## src/rtl/game_round_if.sv

```systemverilog
// Board/datapath <-> round controller signal bundle.
// The master drives keys, frame strobe and collision reports; the slave returns status.
// All slave outputs are registered inside the controller.
interface game_round_if #(
  parameter int w_score = 8
);
  logic               start_key;
  logic               frame_strobe;
  logic               hit;
  logic               miss;
  logic               launch;
  logic               game_on;
  logic               flash;
  logic [2:0]         state;
  logic [w_score-1:0] score;
  logic [1:0]         lives;

  modport master (
    output start_key, frame_strobe, hit, miss,
    input  launch, game_on, flash, state, score, lives
  );

  modport slave (
    input  start_key, frame_strobe, hit, miss,
    output launch, game_on, flash, state, score, lives
  );
endinterface

```

## src/rtl/game_round_ctrl.sv

```systemverilog
// Round sequencer for a ball game: start, launch, score/lives bookkeeping, hold and game-over timers.
// Latency: every output is registered and changes one clock after the qualifying input.
// No backpressure: inputs are sampled every cycle; strobes and levels arriving in ignoring states are dropped.
module game_round_ctrl #(
  parameter int init_lives  = 3,
  parameter int hold_frames = 30,
  parameter int over_frames = 120,
  parameter int w_score     = 8
) (
  input  logic       clk,
  input  logic       rst,
  game_round_if.slave bus
);

  typedef enum logic [2:0] {
    ST_IDLE = 3'd0,
    ST_ARM  = 3'd1,
    ST_PLAY = 3'd2,
    ST_HIT  = 3'd3,
    ST_MISS = 3'd4,
    ST_OVER = 3'd5
  } state_t;

  localparam logic [1:0]         LIVES_INIT = 2'(init_lives);
  localparam logic [8:0]         HOLD_N     = 9'(hold_frames);
  localparam logic [8:0]         OVER_N     = 9'(over_frames);
  localparam logic [w_score-1:0] SCORE_MAX  = '1;

  state_t             state_q, state_d;
  logic [7:0]         cnt_q, cnt_d;
  logic [w_score-1:0] score_q, score_d;
  logic [1:0]         lives_q, lives_d;
  logic               key_q;
  // Set once start_key has been seen low since reset, so a key held across
  // reset release cannot masquerade as a fresh press.
  logic               key_seen_low_q;
  logic               launch_q, game_on_q, flash_q;
  logic               start_edge;
  logic [8:0]         cnt_inc;

  assign start_edge = bus.start_key & ~key_q & key_seen_low_q;
  assign cnt_inc    = {1'b0, cnt_q} + 9'd1;

  // Next-state, counter, score and lives decisions for the round sequencer.
  always_comb begin
    state_d = state_q;
    cnt_d   = cnt_q;
    score_d = score_q;
    lives_d = lives_q;
    case (state_q)
      ST_IDLE: begin
        if (start_edge) begin
          score_d = '0;
          lives_d = LIVES_INIT;
          cnt_d   = '0;
          state_d = ST_ARM;
        end
      end
      ST_ARM: begin
        state_d = ST_PLAY;
      end
      ST_PLAY: begin
        // hit has priority over a simultaneous miss
        if (bus.hit) begin
          cnt_d   = '0;
          state_d = ST_HIT;
          if (score_q != SCORE_MAX) begin
            score_d = score_q + 1'b1;
          end
        end else if (bus.miss) begin
          cnt_d = '0;
          if (lives_q <= 2'd1) begin
            // last life lost: straight to game over, no hold in MISS
            lives_d = 2'd0;
            state_d = ST_OVER;
          end else begin
            lives_d = lives_q - 2'd1;
            state_d = ST_MISS;
          end
        end
      end
      ST_HIT, ST_MISS: begin
        if (bus.frame_strobe) begin
          if (cnt_inc == HOLD_N) begin
            cnt_d   = '0;
            state_d = ST_ARM;
          end else begin
            cnt_d = cnt_inc[7:0];
          end
        end
      end
      ST_OVER: begin
        if (bus.frame_strobe) begin
          if (cnt_inc == OVER_N) begin
            cnt_d   = '0;
            state_d = ST_IDLE;
          end else begin
            cnt_d = cnt_inc[7:0];
          end
        end
      end
      default: begin
        cnt_d   = '0;
        state_d = ST_IDLE;
      end
    endcase
  end

  // State register with registered outputs decoded from the next state.
  always_ff @(posedge clk or posedge rst) begin
    if (rst) begin
      state_q        <= ST_IDLE;
      cnt_q          <= '0;
      score_q        <= '0;
      lives_q        <= '0;
      key_q          <= 1'b0;
      key_seen_low_q <= 1'b0;
      launch_q       <= 1'b0;
      game_on_q      <= 1'b0;
      flash_q        <= 1'b0;
    end else begin
      state_q        <= state_d;
      cnt_q          <= cnt_d;
      score_q        <= score_d;
      lives_q        <= lives_d;
      key_q          <= bus.start_key;
      key_seen_low_q <= key_seen_low_q | ~bus.start_key;
      launch_q       <= (state_d == ST_ARM);
      game_on_q      <= (state_d == ST_PLAY);
      flash_q        <= (state_d == ST_HIT) || (state_d == ST_MISS) || (state_d == ST_OVER);
    end
  end

  assign bus.launch  = launch_q;
  assign bus.game_on = game_on_q;
  assign bus.flash   = flash_q;
  assign bus.state   = state_q;
  assign bus.score   = score_q;
  assign bus.lives   = lives_q;

endmodule

```

## src/flat_wrapper.sv

```systemverilog
// flat-port wrapper written by rule: the top's interface ports become plain ports
module game_round_ctrl_flat 
#(
  parameter int init_lives  = 3,
  parameter int hold_frames = 30,
  parameter int over_frames = 120,
  parameter int w_score     = 8
)
  (clk, rst, bus_start_key, bus_frame_strobe, bus_hit, bus_miss, bus_launch, bus_game_on, bus_flash, bus_state, bus_score, bus_lives);
  game_round_if #(.w_score(w_score)) bus_i ();
  input  logic clk;
  input  logic rst;
  input wire logic [$bits(bus_i.start_key)-1:0] bus_start_key;
  input wire logic [$bits(bus_i.frame_strobe)-1:0] bus_frame_strobe;
  input wire logic [$bits(bus_i.hit)-1:0] bus_hit;
  input wire logic [$bits(bus_i.miss)-1:0] bus_miss;
  output wire logic [$bits(bus_i.launch)-1:0] bus_launch;
  output wire logic [$bits(bus_i.game_on)-1:0] bus_game_on;
  output wire logic [$bits(bus_i.flash)-1:0] bus_flash;
  output wire logic [$bits(bus_i.state)-1:0] bus_state;
  output wire logic [$bits(bus_i.score)-1:0] bus_score;
  output wire logic [$bits(bus_i.lives)-1:0] bus_lives;
  assign bus_i.start_key = bus_start_key;
  assign bus_i.frame_strobe = bus_frame_strobe;
  assign bus_i.hit = bus_hit;
  assign bus_i.miss = bus_miss;
  assign bus_launch = bus_i.launch;
  assign bus_game_on = bus_i.game_on;
  assign bus_flash = bus_i.flash;
  assign bus_state = bus_i.state;
  assign bus_score = bus_i.score;
  assign bus_lives = bus_i.lives;
  game_round_ctrl #(.init_lives(init_lives), .hold_frames(hold_frames), .over_frames(over_frames), .w_score(w_score)) u_core (.clk(clk), .rst(rst), .bus(bus_i));
endmodule
```

## config.mk

```make
export PLATFORM = sky130hd
export DESIGN_NAME = game_round_ctrl_flat
export DESIGN_NICKNAME = d
export VERILOG_FILES = /design/src/rtl/game_round_if.sv /design/src/rtl/game_round_ctrl.sv /design/src/flat_wrapper.sv
export SDC_FILE = /design/constraint.sdc
export NUM_CORES = 1
export LEC_CHECK = 0
export CORE_ASPECT_RATIO = 0.8
export CORE_UTILIZATION = 55
export DETAILED_ROUTE_END_ITERATION = 10
export DONT_BUFFER_PORTS = 1
export GPL_TIMING_DRIVEN = 1
export PLACE_DENSITY = 0.74
export SKIP_CTS_REPAIR_TIMING = 1
export SLEW_MARGIN = 10
export SYNTH_ARGS = -nofsm -noshare
export SYNTH_HDL_FRONTEND = slang
export SYNTH_SLANG_ARGS = --single-unit
export TNS_END_PERCENT = 20
```

## constraint.sdc

```tcl
create_clock -name clk -period 3.4 [get_ports clk]
set_clock_uncertainty 0.1 [all_clocks]
set_input_delay 0.68 -clock clk [delete_from_list [all_inputs] [get_ports clk]]
set_output_delay 0.68 -clock clk [all_outputs]
set_load 0.02 [all_outputs]
```

==> results of run 1 <==
metal layers:
layer	GRT usage	wire length, um
met1	0.3100	1530
met4	0.04444	23
met5	0	0
met2	0.3848	1652
met3	0.07018	216
cell families (layout without fill, tap and decap cells):
logic type | after synthesis | after routing | synth area share
and+or+nand+nor | 81 | 81 | 0.2840
AOI/OAI and AO/OA | 46 | 46 | 0.2156
DFF | 26 | 26 | 0.3826
buffers and inverters | 18 | 14 | 0.05298
xor gates and xnor gates | 7 | 7 | 0.03606
adders and majority gates | 3 | 3 | 0.02208
muxes | 1 | 1 | 0.006622
flip-flops by register name, indices dropped and copies added, names as in the netlist:
signal and flops:
u_core.cnt_q 8, u_core.key_seen_low_q 1, u_core.key_q 1, u_core.bus.lives 2, u_core.bus.game_on 1, u_core.bus.score 8
u_core.bus.flash 1, u_core.bus.launch 1, u_core.bus.state 3
stage by stage:
| stage | util | cell area, um2 | total power [mW] | cells |
|---|---|---|---|---|
| after CTS | 0.6106 | 1740 | 1.162 | 216 |
| after floorplan | - | 1700 | 0.9123 | 182 |
| final | 0.6106 | 1740 | 1.155 | 216 |
| after global routing | 0.6106 | 1740 | 1.239 | 216 |
| after detailed placement | 0.5961 | 1699 | 0.9933 | 213 |
| after global placement | 0.5961 | 1699 | 0.9625 | 213 |
worst max-delay path by stage:
stage	from	to	slack, ns	cells after the start
floorplan	u_core.cnt_q[0]	u_core.cnt_q[6]	1.43	7
global placement	u_core.bus.state[0]	u_core.cnt_q[2]	1.10	6
detailed placement	u_core.bus.state[0]	u_core.cnt_q[2]	1.02	6
CTS	u_core.bus.state[0]	u_core.cnt_q[2]	1.00	6
global route	u_core.bus.state[0]	u_core.cnt_q[2]	0.86	6
finish	u_core.bus.state[0]	u_core.cnt_q[2]	0.98	6
cell usage in the layout, fill, tap and decap left out, types with 2 or more instances in the layout:
| cell type | count |
|---|---|
| dfrtp_1 | 26 |
| xor2_1 | 4 |
| a21o_1 | 3 |
| ha_1 | 3 |
| nand3_2 | 2 |
| nand2b_1 | 4 |
| nand2_1 | 20 |
| nor2b_1 | 5 |
| inv_1 | 11 |
| o21ai_0 | 8 |
| nand3_1 | 7 |
| o21ai_2 | 3 |
| a22oi_1 | 3 |
| and3_1 | 2 |
| or3_1 | 3 |
| clkbuf_8 | 3 |
| o211ai_1 | 2 |
| o31ai_2 | 2 |
| nor3_1 | 5 |
| a21oi_1 | 7 |
| o21ai_1 | 2 |
| and3b_1 | 2 |
| nor2_1 | 14 |
| nand4_1 | 2 |
| o21a_1 | 2 |
| xnor2_1 | 3 |
final cells by class:
type,count,share of cell area
Clock buffer,3,0.02372
Inverter,11,0.02372
Multi-Input combinational cell,138,0.5514
Sequential cell,26,0.3738
Tap cell,38,0.02732
report_power, final:
| part | internal [mW] | total [mW] | leakage, nW | switching, mW |
|---|---|---|---|---|
| logic | 0.168 | 0.402 | 0.383 | 0.235 |
| registers | 0.380 | 0.586 | 0.336 | 0.205 |
| clock network | 0.0792 | 0.167 | 0.0216 | 0.0878 |
worst max-delay path, delay by kind of cell (launching register included):
family           cells  cell delay, ns
AO/OA/AOI/OAI        4            0.71
flip-flops           1            0.81
multiplexers         1            0.40
AND/OR/NAND/NOR      1            0.29
==> results.yml, run 1 <==
min_path:
  hold_start: "bus_start_key"
  hold_end: "u_core.key_q"
  min_path_cells: 0
  hp-class: "in2reg"
setup_path:
  critPathSlowestCell: "dfrtp_1"
  startpoint_type: "register"
  critical_path.max_fanout: 17
  slowest_delay_ns: 0.81
  rr_worst_depth: 6
  path_class: "reg2reg"
  end_kind: "register"
  crit_arrival_ns: 2.47
  cp_cell_sequence: "nand4bb_2 > o21ai_1 > o21ai_2 > mux2_2 > o21ai_0 > a21oi_1"
  r2r_end: "u_core.cnt_q[2]"
  required_ns: 3.45
  reg2reg_from: "u_core.bus.state[0]"
  rrSetupSlack_ns: 0.98
place:
  place_ws_ns: 1.016
  routabilityCongestion: 0.8582
  portBuffers: 0
  place_hpwl_mm: 2.598
clock_tree:
  cts_max_level: 1
  cts.sink_count: 26
  clkTransAtPathRegs_ns: 0.08
  max-clock-path-buffers: 2
  clk_latency_ns: 0.26
  cts_made_buffers: 3
  cts-root-buf: "clkbuf_8"
  cts_tree: "built"
pwr:
  power-per-cell-area_mw_per_mm2: 663.6
  p_leak_nw: 0.7403
  ir_drop_mv: 0.3620
global_routing:
  grt_pass1_wl_mm: 5.913
  grt_pass1_vias: 1306
  grt_max_degree: 27
  grt-ovfl-total: 0
  grt_usage: 0.2341
  antenna_found_initial: 0
routing:
  ant_nets: 0
  vias: 1330
  drc_errors: 0
  drt-total-wl_mm: 3.422
  wl_per_cell_um: 15.84
  vias_per_cell: 6.157
  firstDrtPassIters: 4
  drt_iter0_drc: 97
finish:
  seq_area_um2: 650.6
  multi_input_area_um2: 959.7
  fill_cells: 260
  drive_above_1_share: 0.1461
  diodes: 0
  layout.nets: 189
  synthToLayoutAreaGrowth_pct: 2.355
floorplan:
  initial_utilization: 0.5966
  dieArea_mm2: 0.003319
  rows: 17
  die_w_um: 64.17
  die_h_um: 51.73
  core_region_area_mm2: 0.002850
  io_pins: 22
timing:
  grt_setup_unrepaired: "false"
  maxSlewViolCount: 0
  final.period_utilization: 0.7119
  setup_viol: 0
  relSlewSlack: 0.3493
  worst_pin_slew_ns: 0.9749
  fmax_mhz: 413.1
  setup_tns_ns: 0
  hold_violations: 0
  finalCriticalPeriod_ns: 2.421
  setup_ws_ns: 0.9795
  whs_ns: 0.3398
synthesis:
  syn-instance-count: 182
  synth_top_cell_by_area: "dfrtp_1"
  synthTopCellsByArea: "dfrtp_1 (38%), nand2_1 (4.4%), nor2_1 (3.1%)"
  postSynthAreaPerCell_um2: 9.343
  syn_area_mm2: 0.001700
  synth.net_count: 191
  synth-seq-cells: 26
  synth.distinct_cells: 58
  async_reset_ff_frac: 1.000
  synth_ff_type: "dfrtp_1"
  synth.most_common_cell: "dfrtp_1"
  yosysSeqAreaShare: 0.3826
  synth_commonest_cells: "dfrtp_1 (26), nand2_1 (20), nor2_1 (14)"
  ys_warn_count: 0
  synth-edff-count: 0
  yosysTopAreaCellShare: 0.3826
flow_run:
  cap_viol_max_count: 0
outcome:
  status: "completed"
Note: power is estimated with default switching activity, not from simulation.
==> run 2: changes to the inputs <==
Settings changed: PLACE_DENSITY 0.74 to 0.77.
Clock period 3.4 ns to 2.2 ns, I/O delays scaled along.
==> results.yml, run 2 (synthesis results as in run 1) <==
outcome:
  status: "completed"
floorplan:
  core_region_area_mm2: 0.002850
  rows: 17
  io_pins: 22
  die_h_um: 51.73
  initial_utilization: 0.5966
  dieArea_mm2: 0.003319
  die_w_um: 64.17
timing:
  worst_pin_slew_ns: 0.5928
  grt_setup_unrepaired: "false"
  whs_ns: 0.007354
  final.period_utilization: 0.9465
  maxSlewViolCount: 0
  hold_violations: 0
  finalCriticalPeriod_ns: 2.082
  relSlewSlack: 0.6030
  fmax_mhz: 480.3
  setup_viol: 0
finish:
  layout.nets: 203
  fin_area_mm2: 0.001866
  fill_cells: 244
  final_cell_mix: "dfrtp_1 (25), nand2_1 (20), nor2_1 (14), buf_4 (14), inv_1 (11)"
  fin_cells: 230
  final_common_cell: "dfrtp_1"
  synthToLayoutAreaGrowth_pct: 9.713
  multi_input_area_um2: 978.4
  drive_above_1_share: 0.2240
  post-route-util: 0.6545
  seq_area_um2: 651.9
  diodes: 0
global_routing:
  grt-ovfl-total: 0
  grt_usage: 0.2487
  grt_pass1_wl_mm: 6.272
  antenna_found_initial: 0
  grt_max_degree: 27
  grt_pass1_vias: 1397
routing:
  vias: 1403
  drc_errors: 0
  drt-total-wl_mm: 3.731
  wl_per_cell_um: 16.22
  ant_nets: 0
  drt_iter0_drc: 153
  firstDrtPassIters: 5
  vias_per_cell: 6.100
setup_path:
  end_kind: "register"
  cp_cell_sequence: "ha_4 > a21boi_1 > nor4_4 > o21bai_2 > o211ai_2 > and2_4 > o31ai_2"
  rr_worst_depth: 7
  reg2reg_from: "u_core.cnt_q[1]"
  crit_arrival_ns: 2.16
  critical_path.max_fanout: 8
  startpoint_type: "register"
  r2r_end: "u_core.cnt_q[1]"
  critPathSlowestCell: "dfrtp_1"
  required_ns: 2.28
  slowest_delay_ns: 0.49
  path_class: "reg2reg"
  rrSetupSlack_ns: 0.12
clock_tree:
  max-clock-path-buffers: 2
  clkTransAtPathRegs_ns: 0.09
  cts_max_level: 1
  cts.sink_count: 26
  cts-root-buf: "clkbuf_8"
  cts_tree: "built"
  clk_latency_ns: 0.27
  cts_made_buffers: 3
pwr:
  ir_drop_mv: 0.5641
  power.total_mw: 1.943
  power-per-cell-area_mw_per_mm2: 1042
  p_leak_nw: 0.8100
place:
  routabilityCongestion: 0.9049
  place_area_mm2: 0.001804
  dp_cells: 227
  place_hpwl_mm: 2.752
  portBuffers: 0
min_path:
  hp-class: "in2async"
flow_run:
  cap_viol_max_count: 0
## run 2: cell count changes in the layout (fill, tap and decap cells not counted)
cell,delta
buf_4,+14
ha_4,+1
dfrtp_1,-1
a311oi_1,-1
a311oi_2,+1
dfrtp_2,+1
ha_1,-1
## run 2: stage by stage
stage                     setup slack (ns)  TNS (ns)
after global placement              0.1255         0
after CTS                         -0.01082  -0.03360
after floorplan                     0.2251         0
final                               0.1178         0
after detailed placement           0.02137         0
after global routing              0.001567         0
## run 2: final cells by class
class                   count  share of cell area
repair buffers             14             0.05634
inverters                  11             0.02213
flip-flops and latches     26              0.3494
clock buffers               3             0.02213
well taps                  38             0.02549
multi-input cells         138              0.5245
## run 2: how the worst max path moves through the flow
stage,startpoint,endpoint,slack (ns),cells past startpoint
finish,u_core.cnt_q[1],u_core.cnt_q[1],0.12,7
global route,u_core.cnt_q[1],u_core.bus.game_on,0.002,7
CTS,u_core.cnt_q[0],u_core.cnt_q[4],-0.01,7
detailed placement,u_core.cnt_q[0],u_core.cnt_q[6],0.02,7
global placement,u_core.cnt_q[0],u_core.cnt_q[6],0.13,7
floorplan,u_core.cnt_q[0],u_core.cnt_q[6],0.23,7
## run 2: critical path: cells and delay by family, from the launching register on
kind,cells,cell delay (ns)
AOI/OAI and AO/OA,4,0.87
DFF,1,0.49
and+or+nand+nor,2,0.30
adders and majority gates,1,0.24
## run 2: per-layer routing
layer	routed length [um]	track usage	part of all wire
met1	1726	0.3310	0.46
met2	1809	0.4131	0.48
met3	180	0.05263	0.048
met4	14	0.07037	0.0038
met5	0	0	0
## run 2: power by group
group	internal (mW)	leakage, nW	switching (mW)
clock network	0.123	0.0216	0.144
logic	0.357	0.454	0.531
registers	0.592	0.334	0.197
==> run 3: changes to the inputs <==
Settings changed: ABC_AREA set to 1, CORE_MARGIN set to 8.
==> results.yml, run 3 <==
synthesis:
  synthTopCellsByArea: "dfrtp_1 (44%), nand2_1 (12%), inv_1 (8.1%)"
  synth_commonest_cells: "nand2_1 (49), inv_1 (32), dfrtp_1 (26)"
  synth.distinct_cells: 25
  yosysSeqAreaShare: 0.4377
  synth_ff_type: "dfrtp_1"
  synth.net_count: 208
  ys_warn_count: 0
  synth.most_common_cell: "nand2_1"
  synth_top_cell_by_area: "dfrtp_1"
  yosysTopAreaCellShare: 0.4377
  async_reset_ff_frac: 1.000
  synth-edff-count: 0
  syn_area_mm2: 0.001486
  syn-instance-count: 199
  postSynthAreaPerCell_um2: 7.469
  synth-seq-cells: 26
clock_tree:
  cts_max_level: 1
  cts-root-buf: "clkbuf_4"
  cts_made_buffers: 3
  cts_tree: "built"
  clkTransAtPathRegs_ns: 0.14
  cts.sink_count: 26
  max-clock-path-buffers: 2
  clk_latency_ns: 0.33
global_routing:
  grt-ovfl-total: 0
  grt_max_degree: 27
  grt_pass1_vias: 1284
  grt_pass1_wl_mm: 5.644
  antenna_found_initial: 0
  grt_usage: 0.1505
finish:
  final_common_cell: "nand2_1"
  fill_cells: 219
  post-route-util: 0.6108
  layout.nets: 219
  diodes: 0
  seq_area_um2: 651.9
  synthToLayoutAreaGrowth_pct: 9.259
  final_cell_mix: "nand2_1 (49), inv_1 (32), dfrtp_1 (25), nand3_1 (16), nor2_1 (15)"
  drive_above_1_share: 0.1340
  multi_input_area_um2: 706.9
timing:
  worst_pin_slew_ns: 0.4059
  grt_setup_unrepaired: "false"
  setup_tns_ns: 0
  finalCriticalPeriod_ns: 1.952
  setup_viol: 0
  hold_violations: 0
  relSlewSlack: 0.7273
  maxSlewViolCount: 0
  fmax_mhz: 512.2
  final.period_utilization: 0.8874
place:
  routabilityCongestion: 0.8741
  portBuffers: 0
  place_hpwl_mm: 2.521
routing:
  drt-total-wl_mm: 3.230
  ant_nets: 0
  wl_per_cell_um: 13.08
  vias_per_cell: 5.308
  vias: 1311
  firstDrtPassIters: 4
  drc_errors: 0
  drt_iter0_drc: 94
pwr:
  power-per-cell-area_mw_per_mm2: 967.6
  p_leak_nw: 0.7837
  ir_drop_mv: 0.6972
flow_run:
  cap_viol_max_count: 0
setup_path:
  required_ns: 2.34
  critical_path.max_fanout: 7
  path_class: "reg2reg"
  end_kind: "register"
  startpoint_type: "register"
  crit_arrival_ns: 2.09
floorplan:
  dieArea_mm2: 0.004633
  io_pins: 22
  initial_utilization: 0.5591
  rows: 17
  die_w_um: 74.12
  die_h_um: 62.50
  core_region_area_mm2: 0.002659
outcome:
  status: "completed"
min_path:
  hp-class: "in2reg"
[run 3: cell count changes in the layout (fill, tap and decap cells not counted), moves of 4 or more]
cell	previous run	this run
nand2_1	20	49
inv_1	11	32
buf_4	14	5
nand3_1	7	16
nand2_2	1	7
o21ai_0	8	14
nor2b_1	5	0
nand2b_1	4	0
[run 3: critical path: stages (launching register included)]
cell     delay, ns
dfrtp_1       0.52
inv_1         0.16
nand3_1       0.15
nor2_4        0.19
inv_1         0.13
nand2_1       0.19
nand4_1       0.17
o21ai_0       0.19
nor2_1        0.06
[run 3: per-layer routing]
layer / wire [um] / global-route usage / vias up / part of all wire
met5: 0 / 0 / - / 0
met4: 14 / 0.04478 / 0 / 0.0043
met3: 381 / 0.06410 / 2 / 0.12
met2: 1490 / 0.2368 / 51 / 0.46
met1: 1342 / 0.1789 / 600 / 0.42
li1: - / - / 658 / -
[run 3: layout make-up]
class	instances	share of cell area
sequential	26	0.4014
inverter	33	0.07627
timing repair buffer	7	0.03544
multi-input combinational	139	0.4353
clock buffer	4	0.02234
tap	38	0.02928
[run 3: metrics by stage]
step | std cells | power (mW) | hold WS, ns | cell area, um2 | setup slack [ns]
5_1_grt | 247 | 1.700 | 0.05810 | 1624 | 0.001765
2_1_floorplan | 199 | 1.193 | 0.3139 | 1486 | 0.4822
6_report | 247 | 1.571 | 0.06182 | 1624 | 0.2477
3_3_place_gp | 241 | 1.313 | 0.3081 | 1567 | 0.2475
3_5_place_dp | 241 | 1.335 | 0.3094 | 1567 | 0.2285
4_1_cts | 245 | 1.582 | -0.05755 | 1603 | 0.2185
[run 3: cells by family after synthesis]
kind of cell,Yosys count,share of synthesized area
and+or+nand+nor,108,0.3426
buffers and inverters,34,0.08670
AOI/OAI and AO/OA,27,0.1018
DFF,26,0.4377
adders and majority gates,3,0.02526
xor gates and xnor gates,1,0.005893
[run 3: report_power, final]
group          switching [mW]  internal (mW)  total [mW]
registers               0.187          0.581       0.768
logic                   0.380          0.179       0.558
clock network           0.143          0.101       0.245
total                   0.710          0.861        1.57
[run 3: path summary, 6_finish.rpt]
check,from,cells after the start,slack [ns],endpoint
max,u_core.bus.state[2],8,0.25,u_core.bus.score[7]
max in group asynchronous,rst,3,1.23,u_core.bus.state[0]
min,bus_start_key,1,0.06,u_core.key_seen_low_q
min in group asynchronous,rst,3,0.48,u_core.cnt_q[3]
min reg2reg,u_core.key_seen_low_q,2,0.37,u_core.key_seen_low_q
max reg2reg,u_core.bus.state[2],8,0.25,u_core.bus.score[7]
